**src/rtl/output_allocator.sv**
```systemverilog
// Two-way round-robin output allocator with packet-granular grants,
// stall watchdog and per-input packet counters.
module output_allocator #(
    parameter int WIDTH   = 11,
    parameter int TIMEOUT = 255,
    parameter int CNT_W   = 16
) (
    input  logic             clk,
    input  logic             reset,
    input  logic             req_a,
    input  logic [WIDTH-1:0] data_a,
    output logic             ready_a,
    input  logic             req_b,
    input  logic [WIDTH-1:0] data_b,
    output logic             ready_b,
    input  logic             out_full,
    output logic             out_write,
    output logic [WIDTH-1:0] out_data,
    output logic [CNT_W-1:0] pkt_cnt_a,
    output logic [CNT_W-1:0] pkt_cnt_b,
    output logic             err_timeout
);

    typedef enum logic [1:0] {IDLE, GRANT_A, GRANT_B} state_t;

    localparam logic [7:0] LIMIT = 8'(TIMEOUT - 1);
    localparam logic [CNT_W-1:0] ONE = CNT_W'(1);

    state_t     state, state_nx;
    logic       prio, prio_nx;
    logic [7:0] stall, stall_nx;
    logic       err_nx;
    logic       xfer_a, xfer_b;
    logic       inc_a, inc_b;

    assign ready_a   = (state == GRANT_A) & ~out_full;
    assign ready_b   = (state == GRANT_B) & ~out_full;
    assign xfer_a    = req_a & ready_a;
    assign xfer_b    = req_b & ready_b;
    assign out_write = xfer_a | xfer_b;
    assign out_data  = (state == GRANT_A) ? data_a :
                       (state == GRANT_B) ? data_b : '0;

    always_comb begin
        state_nx = state;
        prio_nx  = prio;
        stall_nx = stall;
        err_nx   = err_timeout;
        inc_a    = 1'b0;
        inc_b    = 1'b0;
        unique case (state)
            IDLE: begin
                stall_nx = '0;
                if (req_a && (!req_b || !prio))
                    state_nx = GRANT_A;
                else if (req_b)
                    state_nx = GRANT_B;
            end
            GRANT_A: begin
                if (xfer_a && data_a[WIDTH-1]) begin
                    // releasing A: B wins if it asks, else A may keep going
                    inc_a    = 1'b1;
                    prio_nx  = 1'b1;
                    stall_nx = '0;
                    state_nx = req_b ? GRANT_B :
                               req_a ? GRANT_A : IDLE;
                end else if (req_a) begin
                    stall_nx = '0;
                end else if (out_full) begin
                    stall_nx = stall;
                end else if (stall == LIMIT) begin
                    state_nx = IDLE;
                    prio_nx  = 1'b1;
                    err_nx   = 1'b1;
                    stall_nx = '0;
                end else begin
                    stall_nx = stall + 8'd1;
                end
            end
            GRANT_B: begin
                if (xfer_b && data_b[WIDTH-1]) begin
                    inc_b    = 1'b1;
                    prio_nx  = 1'b0;
                    stall_nx = '0;
                    state_nx = req_a ? GRANT_A :
                               req_b ? GRANT_B : IDLE;
                end else if (req_b) begin
                    stall_nx = '0;
                end else if (out_full) begin
                    stall_nx = stall;
                end else if (stall == LIMIT) begin
                    state_nx = IDLE;
                    prio_nx  = 1'b0;
                    err_nx   = 1'b1;
                    stall_nx = '0;
                end else begin
                    stall_nx = stall + 8'd1;
                end
            end
            default: begin
                state_nx = IDLE;
                stall_nx = '0;
            end
        endcase
    end

    always_ff @(posedge clk or posedge reset) begin
        if (reset) begin
            state       <= IDLE;
            prio        <= 1'b0;
            stall       <= '0;
            err_timeout <= 1'b0;
            pkt_cnt_a   <= '0;
            pkt_cnt_b   <= '0;
        end else begin
            state       <= state_nx;
            prio        <= prio_nx;
            stall       <= stall_nx;
            err_timeout <= err_nx;
            if (inc_a)
                pkt_cnt_a <= pkt_cnt_a + ONE;
            if (inc_b)
                pkt_cnt_b <= pkt_cnt_b + ONE;
        end
    end

endmodule

```
**config.mk**
```make
export PLATFORM = sky130hd
export DESIGN_NAME = output_allocator
export DESIGN_NICKNAME = d
export VERILOG_FILES = /design/src/rtl/output_allocator.sv
export SDC_FILE = /design/constraint.sdc
export NUM_CORES = 1
export LEC_CHECK = 0
export CORE_MARGIN = 8
export CORE_UTILIZATION = 25
export CTS_BUF_LIST = sky130_fd_sc_hd__clkbuf_8 sky130_fd_sc_hd__clkbuf_16
export CTS_CLUSTER_SIZE = 8
export DETAILED_ROUTE_END_ITERATION = 7
export PLACE_DENSITY = 0.48
export SYNTH_ARGS = -nofsm -noshare
export SYNTH_HDL_FRONTEND = slang
export SYNTH_SLANG_ARGS = --single-unit
```
**constraint.sdc**
```tcl
create_clock -name clk -period 2.5 [get_ports clk]
set_clock_uncertainty 0.05 [all_clocks]
set_input_delay 0.25 -clock clk [delete_from_list [all_inputs] [get_ports clk]]
set_output_delay 0.25 -clock clk [all_outputs]
set_load 0.1 [all_outputs]
```
==> results of run 1 <==
routing by layer:
layer  vias up  track usage  part of all wire  routed length [um]
li1       1009            -                 -                   -
met1       959        0.123              0.45                2800
met2        65        0.137              0.42                2590
met3         6       0.0568              0.12                 716
met4         0       0.0228            0.0088                  54
met5         -            0                 0                   0
final cells by class:
cell class                 count  area [um2]  share of cell area
timing repair buffer          81         848               0.239
inverter                      12        45.0              0.0127
multi-input combinational    179        1270               0.359
clock buffer                   5        68.8              0.0194
sequential                    44        1100               0.310
tap                          133         166              0.0469
clock inverter                 3        46.3              0.0130
per-stage QoR:
stage | std cells | area, um2 | utilization | hold slack [ps] | setup WS (ps)
final | 457 | 3550 | 0.367 | 335 | 222
after global routing | 457 | 3550 | 0.367 | 397 | 60.0
after CTS | 457 | 3550 | 0.366 | 363 | 62.2
after detailed placement | 449 | 3430 | 0.354 | 417 | 238
after global placement | 449 | 3430 | 0.354 | 414 | 320
after floorplan | 245 | 2480 | - | 439 | 75.9
registers in the layout, indices dropped and copies added (netlist names):
register and flops:
stall 8, pkt_cnt_a 16, state 2, pkt_cnt_b 16
err_timeout 1, prio 1
cell families after synthesis:
| logic type | share of synthesized area |
|---|---|
| flops | 0.445 |
| compound gates | 0.0865 |
| fa+ha+maj | 0.0404 |
| xor+xnor | 0.131 |
| mux | 0.0126 |
| buf+inv | 0.0445 |
| simple gates | 0.240 |
worst paths after layout:
| check | start | end | slack (ps) | cells after the start |
|---|---|---|---|---|
| min in group clk | pkt_cnt_b[15] | pkt_cnt_b[15] | 420 | 1 |
| max | state[1] | out_data[2] | 220 | 7 |
| max in group asynchronous | reset | stall[0] | 1670 | 3 |
| min reg2reg | pkt_cnt_b[15] | pkt_cnt_b[15] | 420 | 1 |
| max reg2reg | state[0] | pkt_cnt_b[15] | 470 | 7 |
| min | reset | pkt_cnt_a[5] | 330 | 3 |
tightest hold or removal path: stages:
cell                              delay (ps)
sky130_fd_sc_hd__clkdlybuf4s50_1         400
sky130_fd_sc_hd__clkinv_1                 50
sky130_fd_sc_hd__buf_4                   470
placed cells by master (no fill, tap or decap), types with 2 or more instances in the layout:
cell	count
sky130_fd_sc_hd__nand3_1	13
sky130_fd_sc_hd__nand3b_1	3
sky130_fd_sc_hd__nor2b_1	2
sky130_fd_sc_hd__nand4_2	2
sky130_fd_sc_hd__inv_1	11
sky130_fd_sc_hd__nand2_1	26
sky130_fd_sc_hd__dfrtp_1	44
sky130_fd_sc_hd__buf_12	14
sky130_fd_sc_hd__and4b_1	3
sky130_fd_sc_hd__nand4b_1	2
sky130_fd_sc_hd__ha_1	7
sky130_fd_sc_hd__a221o_1	2
sky130_fd_sc_hd__clkbuf_8	5
sky130_fd_sc_hd__nor2_1	18
sky130_fd_sc_hd__mux2i_1	2
sky130_fd_sc_hd__nor3_1	8
sky130_fd_sc_hd__clkdlybuf4s50_1	26
sky130_fd_sc_hd__o22ai_1	4
sky130_fd_sc_hd__buf_4	41
sky130_fd_sc_hd__xor2_1	18
sky130_fd_sc_hd__nand2b_1	2
sky130_fd_sc_hd__and3_1	5
sky130_fd_sc_hd__a22o_1	12
sky130_fd_sc_hd__nand4_1	7
sky130_fd_sc_hd__nor4_1	2
sky130_fd_sc_hd__and3b_1	2
sky130_fd_sc_hd__and4_1	3
sky130_fd_sc_hd__xnor2_1	19
power breakdown:
group / leakage (nW) / switching [mW] / internal [mW] / total, mW
combinational: 1.01 / 1.28 / 0.638 / 1.92
clock: 0.0548 / 0.269 / 0.301 / 0.571
sequential: 0.587 / 0.0809 / 0.771 / 0.852
timing repair:
| action | in CTS | in global routing |
|---|---|---|
| gates resized for setup | 0 | 1 |
| setup endpoints to repair | 0 | 10 |
| setup buffers | 0 | 0 |
==> run_summary.xml, run 1 <==
<?xml version="1.0" encoding="UTF-8"?>
<metrics>
  <group name="run_status">
    <metric name="outcome" unit="">complete, no violations</metric>
  </group>
  <group name="yosys">
    <metric name="yosysSeqAreaShare" unit="">0.445</metric>
    <metric name="netlist_instances" unit="">245</metric>
    <metric name="synth_flop_cell" unit="">sky130_fd_sc_hd__dfrtp_1</metric>
    <metric name="synthDominantCellAreaShare" unit="">0.445</metric>
    <metric name="synth-async-reset-ratio" unit="">1.00</metric>
    <metric name="synth_enable_flop_cells" unit="">0</metric>
    <metric name="synth_warnings" unit="">0</metric>
    <metric name="yosys-top-cells-count" unit="">sky130_fd_sc_hd__dfrtp_1 (44), sky130_fd_sc_hd__nand2_1 (26), sky130_fd_sc_hd__xnor2_1 (19)</metric>
    <metric name="synthesis.area_per_instance" unit="um2">10.1</metric>
    <metric name="synthesis.area" unit="um2">2470</metric>
    <metric name="synth.top_cells.by_area" unit="">sky130_fd_sc_hd__dfrtp_1 (44%), sky130_fd_sc_hd__xnor2_1 (6.7%), sky130_fd_sc_hd__xor2_1 (6.4%)</metric>
    <metric name="synth_nets" unit="">280</metric>
    <metric name="synth_most_common_cell" unit="">sky130_fd_sc_hd__dfrtp_1</metric>
    <metric name="synth_seq_cells" unit="">44</metric>
    <metric name="ys_types" unit="">42</metric>
    <metric name="synth_top_area_cell" unit="">sky130_fd_sc_hd__dfrtp_1</metric>
  </group>
  <group name="cts">
    <metric name="cts_hold_repair.buffers" unit="">0</metric>
    <metric name="h-tree-depth" unit="">2</metric>
    <metric name="clock_latency" unit="ps">300</metric>
    <metric name="tritoncts" unit="">done</metric>
    <metric name="clkTransAtPathRegs" unit="ps">90</metric>
    <metric name="numClockSinks" unit="">44</metric>
    <metric name="clk_path_buf_depth" unit="">2</metric>
    <metric name="cts_buffers" unit="">5</metric>
    <metric name="clockRootBuffer" unit="">sky130_fd_sc_hd__clkbuf_8</metric>
  </group>
  <group name="timing">
    <metric name="max_slew_margin" unit="">0.619</metric>
    <metric name="hold_violations" unit="">0</metric>
    <metric name="max_freq" unit="MHz">439</metric>
    <metric name="fin_crit" unit="ps">2280</metric>
    <metric name="number_of_max_slew_violations_in_the_final_report" unit="">0</metric>
    <metric name="rsz0062_at_grt" unit="">false</metric>
    <metric name="finalCritPeriodShare" unit="">0.911</metric>
    <metric name="worst_slew_pin_slew" unit="ps">571</metric>
    <metric name="fin_setup_tns" unit="ps">0</metric>
    <metric name="final-setup-viol-count" unit="">0</metric>
  </group>
  <group name="global_routing">
    <metric name="global_route.overflow_total" unit="">0</metric>
    <metric name="grt_first_pass_wirelength" unit="um">10400</metric>
    <metric name="number_of_antenna_violations_at_the_first_check_in_global_routing" unit="">0</metric>
    <metric name="gr_usage_total" unit="">0.0971</metric>
    <metric name="number_of_global_route_vias_before_repair" unit="">2117</metric>
    <metric name="largest_net_degree_at_the_start_of_global_routing" unit="">45</metric>
  </group>
  <group name="floorplanning">
    <metric name="floorplan.rows" unit="">36</metric>
    <metric name="floorplan.die_area" unit="um2">13300</metric>
    <metric name="ios" unit="">74</metric>
    <metric name="core" unit="um2">9680</metric>
    <metric name="initial_utilization" unit="">0.256</metric>
    <metric name="dieWidth" unit="um">115</metric>
    <metric name="die_h" unit="um">115</metric>
  </group>
  <group name="critical_path">
    <metric name="slowest_delay" unit="ps">480</metric>
    <metric name="worstSetupEndpointType" unit="">output port</metric>
    <metric name="worst-endpoint-required" unit="ps">2200</metric>
    <metric name="worstPathMaxFanout" unit="">22</metric>
    <metric name="cp_common_cell" unit="">sky130_fd_sc_hd__buf_4</metric>
    <metric name="critical_path.cell_chain" unit="">inv_1 &gt; ha_1 &gt; buf_4 &gt; nor2_1 &gt; buf_4 &gt; a22o_1 &gt; buf_12</metric>
    <metric name="timing.critical_path.buf_inv" unit="">4</metric>
    <metric name="critical-path-top-delay-family" unit="">buffers and inverters</metric>
    <metric name="critical_path.slowest_cell" unit="">sky130_fd_sc_hd__dfrtp_1</metric>
    <metric name="setup.worst_path.start_class" unit="">flip-flop</metric>
    <metric name="worstSetupPathType" unit="">flip-flop to output port</metric>
    <metric name="critPathArrivalTime" unit="ps">1980</metric>
  </group>
  <group name="routing">
    <metric name="routed_via_count" unit="">2039</metric>
    <metric name="routedWlPerCell" unit="um">13.5</metric>
    <metric name="drtAntennaViolNets" unit="">0</metric>
    <metric name="remaining_drc_errors" unit="">0</metric>
    <metric name="finalWirelength" unit="um">6160</metric>
    <metric name="drt_first_pass_iters" unit="">4</metric>
    <metric name="detail_route.vias_per_cell" unit="">4.46</metric>
    <metric name="initialDrtViolationCount" unit="">95</metric>
  </group>
  <group name="final_layout">
    <metric name="layout-drive-gt1-share" unit="">0.228</metric>
    <metric name="final.fill_count" unit="">999</metric>
    <metric name="diodes" unit="">0</metric>
    <metric name="layout.nets" unit="">358</metric>
    <metric name="synthToLayoutAreaGrowth" unit="%">43.4</metric>
  </group>
  <group name="run">
    <metric name="maxCapViolCount" unit="">0</metric>
  </group>
  <group name="power_and_ir_drop">
    <metric name="irDropWorstVdd" unit="V">0.000514</metric>
    <metric name="p_total" unit="mW">3.34</metric>
    <metric name="power_per_cell_area" unit="nW/um2">941</metric>
    <metric name="power_leakage" unit="nW">1.65</metric>
  </group>
  <group name="placed_design">
    <metric name="portBuffers" unit="">73</metric>
    <metric name="post_dp_hpwl" unit="um">4830</metric>
    <metric name="routabilityCongestion" unit="">0.771</metric>
  </group>
  <group name="hold_path">
    <metric name="hold_class" unit="">primary input to asynchronous set/reset pin</metric>
  </group>
</metrics>
No activity file was read; power rests on OpenSTA's default activity.
==> run 2: changes to the inputs <==
- SKIP_CTS_REPAIR_TIMING: not set -> 1
- SLEW_MARGIN: not set -> 20
- clock period: 2.5 -> 2.1 ns (I/O delays scaled with it)
==> run 2 against run 1 <==
  * Clock power down 3%
  * Largest power group unchanged
  * Register-to-register slack worse by 330 ps
  * Critical path depth down 1
  * Non-clock buffer count up 7
  * Combinational power up 26%
  * Sequential power up 17%
  * Worst hold slack worse by 140 ps
  * Global-route usage up 0.34 points
==> run_summary.xml, run 2 (synthesis gave the netlist of run 1 again) <==
<?xml version="1.0" encoding="UTF-8"?>
<metrics>
  <group name="run_status">
    <metric name="outcome" unit="">complete, no violations</metric>
  </group>
  <group name="final_layout">
    <metric name="diodes" unit="">0</metric>
    <metric name="most_frequent_cells_in_the_layout" unit="">sky130_fd_sc_hd__buf_4 (47), sky130_fd_sc_hd__dfrtp_1 (38), sky130_fd_sc_hd__nand2_1 (26), sky130_fd_sc_hd__clkdlybuf4s50_1 (26), sky130_fd_sc_hd__xnor2_1 (19)</metric>
    <metric name="final_common_cell" unit="">sky130_fd_sc_hd__buf_4</metric>
    <metric name="reg_top3" unit="">pkt_cnt_a x16, pkt_cnt_b x16, stall x8</metric>
    <metric name="finalNonFillerCells" unit="">464</metric>
    <metric name="multiInputGateArea" unit="um2">1300</metric>
    <metric name="layout-drive-gt1-share" unit="">0.305</metric>
    <metric name="layout.nets" unit="">365</metric>
    <metric name="seqCellArea" unit="um2">1110</metric>
    <metric name="synthToLayoutAreaGrowth" unit="%">46.6</metric>
    <metric name="final.fill_count" unit="">996</metric>
  </group>
  <group name="cts">
    <metric name="clockRootBuffer" unit="">sky130_fd_sc_hd__clkbuf_8</metric>
    <metric name="clk_path_buf_depth" unit="">2</metric>
    <metric name="clkTransAtPathRegs" unit="ps">90</metric>
    <metric name="tritoncts" unit="">done</metric>
    <metric name="clock_latency" unit="ps">290</metric>
    <metric name="numClockSinks" unit="">44</metric>
    <metric name="h-tree-depth" unit="">2</metric>
    <metric name="cts_buffers" unit="">5</metric>
  </group>
  <group name="routing">
    <metric name="remaining_drc_errors" unit="">0</metric>
    <metric name="routedWlPerCell" unit="um">13.8</metric>
    <metric name="initialDrtViolationCount" unit="">87</metric>
    <metric name="detail_route.vias_per_cell" unit="">4.42</metric>
    <metric name="routed_via_count" unit="">2052</metric>
    <metric name="drtAntennaViolNets" unit="">0</metric>
    <metric name="drt_first_pass_iters" unit="">4</metric>
    <metric name="finalWirelength" unit="um">6400</metric>
  </group>
  <group name="critical_path">
    <metric name="timing.critical_path.buf_inv" unit="">3</metric>
    <metric name="critical_path.slowest_cell" unit="">sky130_fd_sc_hd__dfrtp_1</metric>
    <metric name="critical_path.cell_chain" unit="">inv_1 &gt; ha_2 &gt; buf_4 &gt; nand2_1 &gt; a21oi_2 &gt; buf_12</metric>
    <metric name="worstPathMaxFanout" unit="">9</metric>
    <metric name="worstSetupPathType" unit="">flip-flop to output port</metric>
    <metric name="worst-endpoint-required" unit="ps">1840</metric>
    <metric name="critical-path-top-delay-family" unit="">buffers and inverters</metric>
    <metric name="setup.worst_path.start_class" unit="">flip-flop</metric>
    <metric name="slowest_delay" unit="ps">400</metric>
    <metric name="worstSetupEndpointType" unit="">output port</metric>
    <metric name="worst-r2r-setup-slack" unit="ps">140</metric>
    <metric name="critPathArrivalTime" unit="ps">1700</metric>
  </group>
  <group name="global_routing">
    <metric name="number_of_global_route_vias_before_repair" unit="">2133</metric>
    <metric name="number_of_antenna_violations_at_the_first_check_in_global_routing" unit="">0</metric>
    <metric name="largest_net_degree_at_the_start_of_global_routing" unit="">26</metric>
    <metric name="global_route.overflow_total" unit="">0</metric>
    <metric name="gr_usage_total" unit="">0.101</metric>
    <metric name="grt_first_pass_wirelength" unit="um">10800</metric>
  </group>
  <group name="timing">
    <metric name="finalCritPeriodShare" unit="">0.932</metric>
    <metric name="fin_setup_tns" unit="ps">0</metric>
    <metric name="number_of_max_slew_violations_in_the_final_report" unit="">0</metric>
    <metric name="worst_slew_pin_slew" unit="ps">475</metric>
    <metric name="final-setup-viol-count" unit="">0</metric>
    <metric name="fin_crit" unit="ps">1960</metric>
    <metric name="max_freq" unit="MHz">511</metric>
    <metric name="max_slew_margin" unit="">0.683</metric>
    <metric name="hold_violations" unit="">0</metric>
    <metric name="rsz0062_at_grt" unit="">false</metric>
  </group>
  <group name="floorplanning">
    <metric name="ios" unit="">74</metric>
    <metric name="initial_utilization" unit="">0.256</metric>
    <metric name="dieWidth" unit="um">115</metric>
    <metric name="die_h" unit="um">115</metric>
    <metric name="floorplan.die_area" unit="um2">13300</metric>
    <metric name="floorplan.rows" unit="">36</metric>
    <metric name="core" unit="um2">9680</metric>
  </group>
  <group name="power_and_ir_drop">
    <metric name="power_leakage" unit="nW">1.68</metric>
    <metric name="switching_share_of_power" unit="">0.492</metric>
    <metric name="power_report.internal_total" unit="mW">2.01</metric>
    <metric name="irDropWorstVdd" unit="V">0.000794</metric>
    <metric name="netSwitchingPower" unit="mW">1.94</metric>
    <metric name="p_comb_frac" unit="">0.609</metric>
    <metric name="power_per_cell_area" unit="nW/um2">1090</metric>
    <metric name="clkPwrFrac" unit="">0.140</metric>
    <metric name="seq_power_share" unit="">0.251</metric>
  </group>
  <group name="placed_design">
    <metric name="routabilityCongestion" unit="">0.811</metric>
    <metric name="dp_cells" unit="">456</metric>
    <metric name="post_dp_hpwl" unit="um">5030</metric>
    <metric name="portBuffers" unit="">73</metric>
  </group>
  <group name="run">
    <metric name="maxCapViolCount" unit="">0</metric>
  </group>
  <group name="hold_path">
    <metric name="hold_class" unit="">primary input to asynchronous set/reset pin</metric>
  </group>
</metrics>
==> run 2: changes by cell type in the layout (fill, tap and decap cells not counted), moves of 2 or more <==
| cell | before | now |
|---|---|---|
| sky130_fd_sc_hd__a22o_2 | 0 | 10 |
| sky130_fd_sc_hd__dfrtp_1 | 44 | 38 |
| sky130_fd_sc_hd__a22o_1 | 12 | 2 |
| sky130_fd_sc_hd__dfrtp_2 | 0 | 6 |
| sky130_fd_sc_hd__nor2_2 | 0 | 2 |
| sky130_fd_sc_hd__nor2_1 | 18 | 15 |
| sky130_fd_sc_hd__buf_4 | 41 | 47 |
==> run 2: final timing paths <==
check,start,end,depth (start not counted)
min in group clk,pkt_cnt_b[15],pkt_cnt_b[15],1
setup reg to reg,state[1],prio,6
setup / recovery,state[1],out_write,6
max in group asynchronous,reset,pkt_cnt_b[4],3
hold / removal,reset,pkt_cnt_a[6],2
hold reg to reg,pkt_cnt_b[15],pkt_cnt_b[15],1
==> run 2: cell type report <==
type,count,area share
tap,133,0.0459
timing repair buffer,88,0.252
clock buffer,6,0.0228
sequential,44,0.306
inverter,12,0.0124
clock inverter,2,0.00310
multi-input combinational,179,0.358
==> run 2: per-stage QoR <==
stage / power, mW / area, um2 / worst slack, ps / hold WS [ps] / utilization
after global routing: 4.17 / 3630 / 2.86 / 248 / 0.375
final: 3.95 / 3630 / 142 / 198 / 0.375
after detailed placement: 3.42 / 3520 / 43.7 / 420 / 0.364
after global placement: 3.41 / 3520 / 8.36 / 414 / 0.364
after floorplan: 2.60 / 2510 / -97.5 / 399 / -
after CTS: 3.99 / 3620 / -214 / 204 / 0.373
==> run 2: power by group through the flow <==
stage / clock network [mW] / logic (mW) / registers, mW
global route: 0.628 / 2.53 / 1.01
floorplan: 0 / 1.29 / 1.31
detailed placement: 0 / 2.40 / 1.01
global placement: 0 / 2.40 / 1.01
CTS: 0.590 / 2.41 / 0.996
finish: 0.554 / 2.41 / 0.994
==> run 2: metal layers <==
layer | global-route usage | vias up | wire length [um]
met3 | 0.0584 | 7 | 786
met5 | 0 | - | 0
met2 | 0.145 | 71 | 2720
met1 | 0.126 | 952 | 2850
met4 | 0.0219 | 0 | 44
li1 | - | 1022 | -
==> run 3: changes to the inputs <==
- CAP_MARGIN: not set -> 10
- HOLD_SLACK_MARGIN: not set -> 0.03
==> results of run 3 <==
Same layout as run 2: the final DEF is identical, and so are final timing and power.
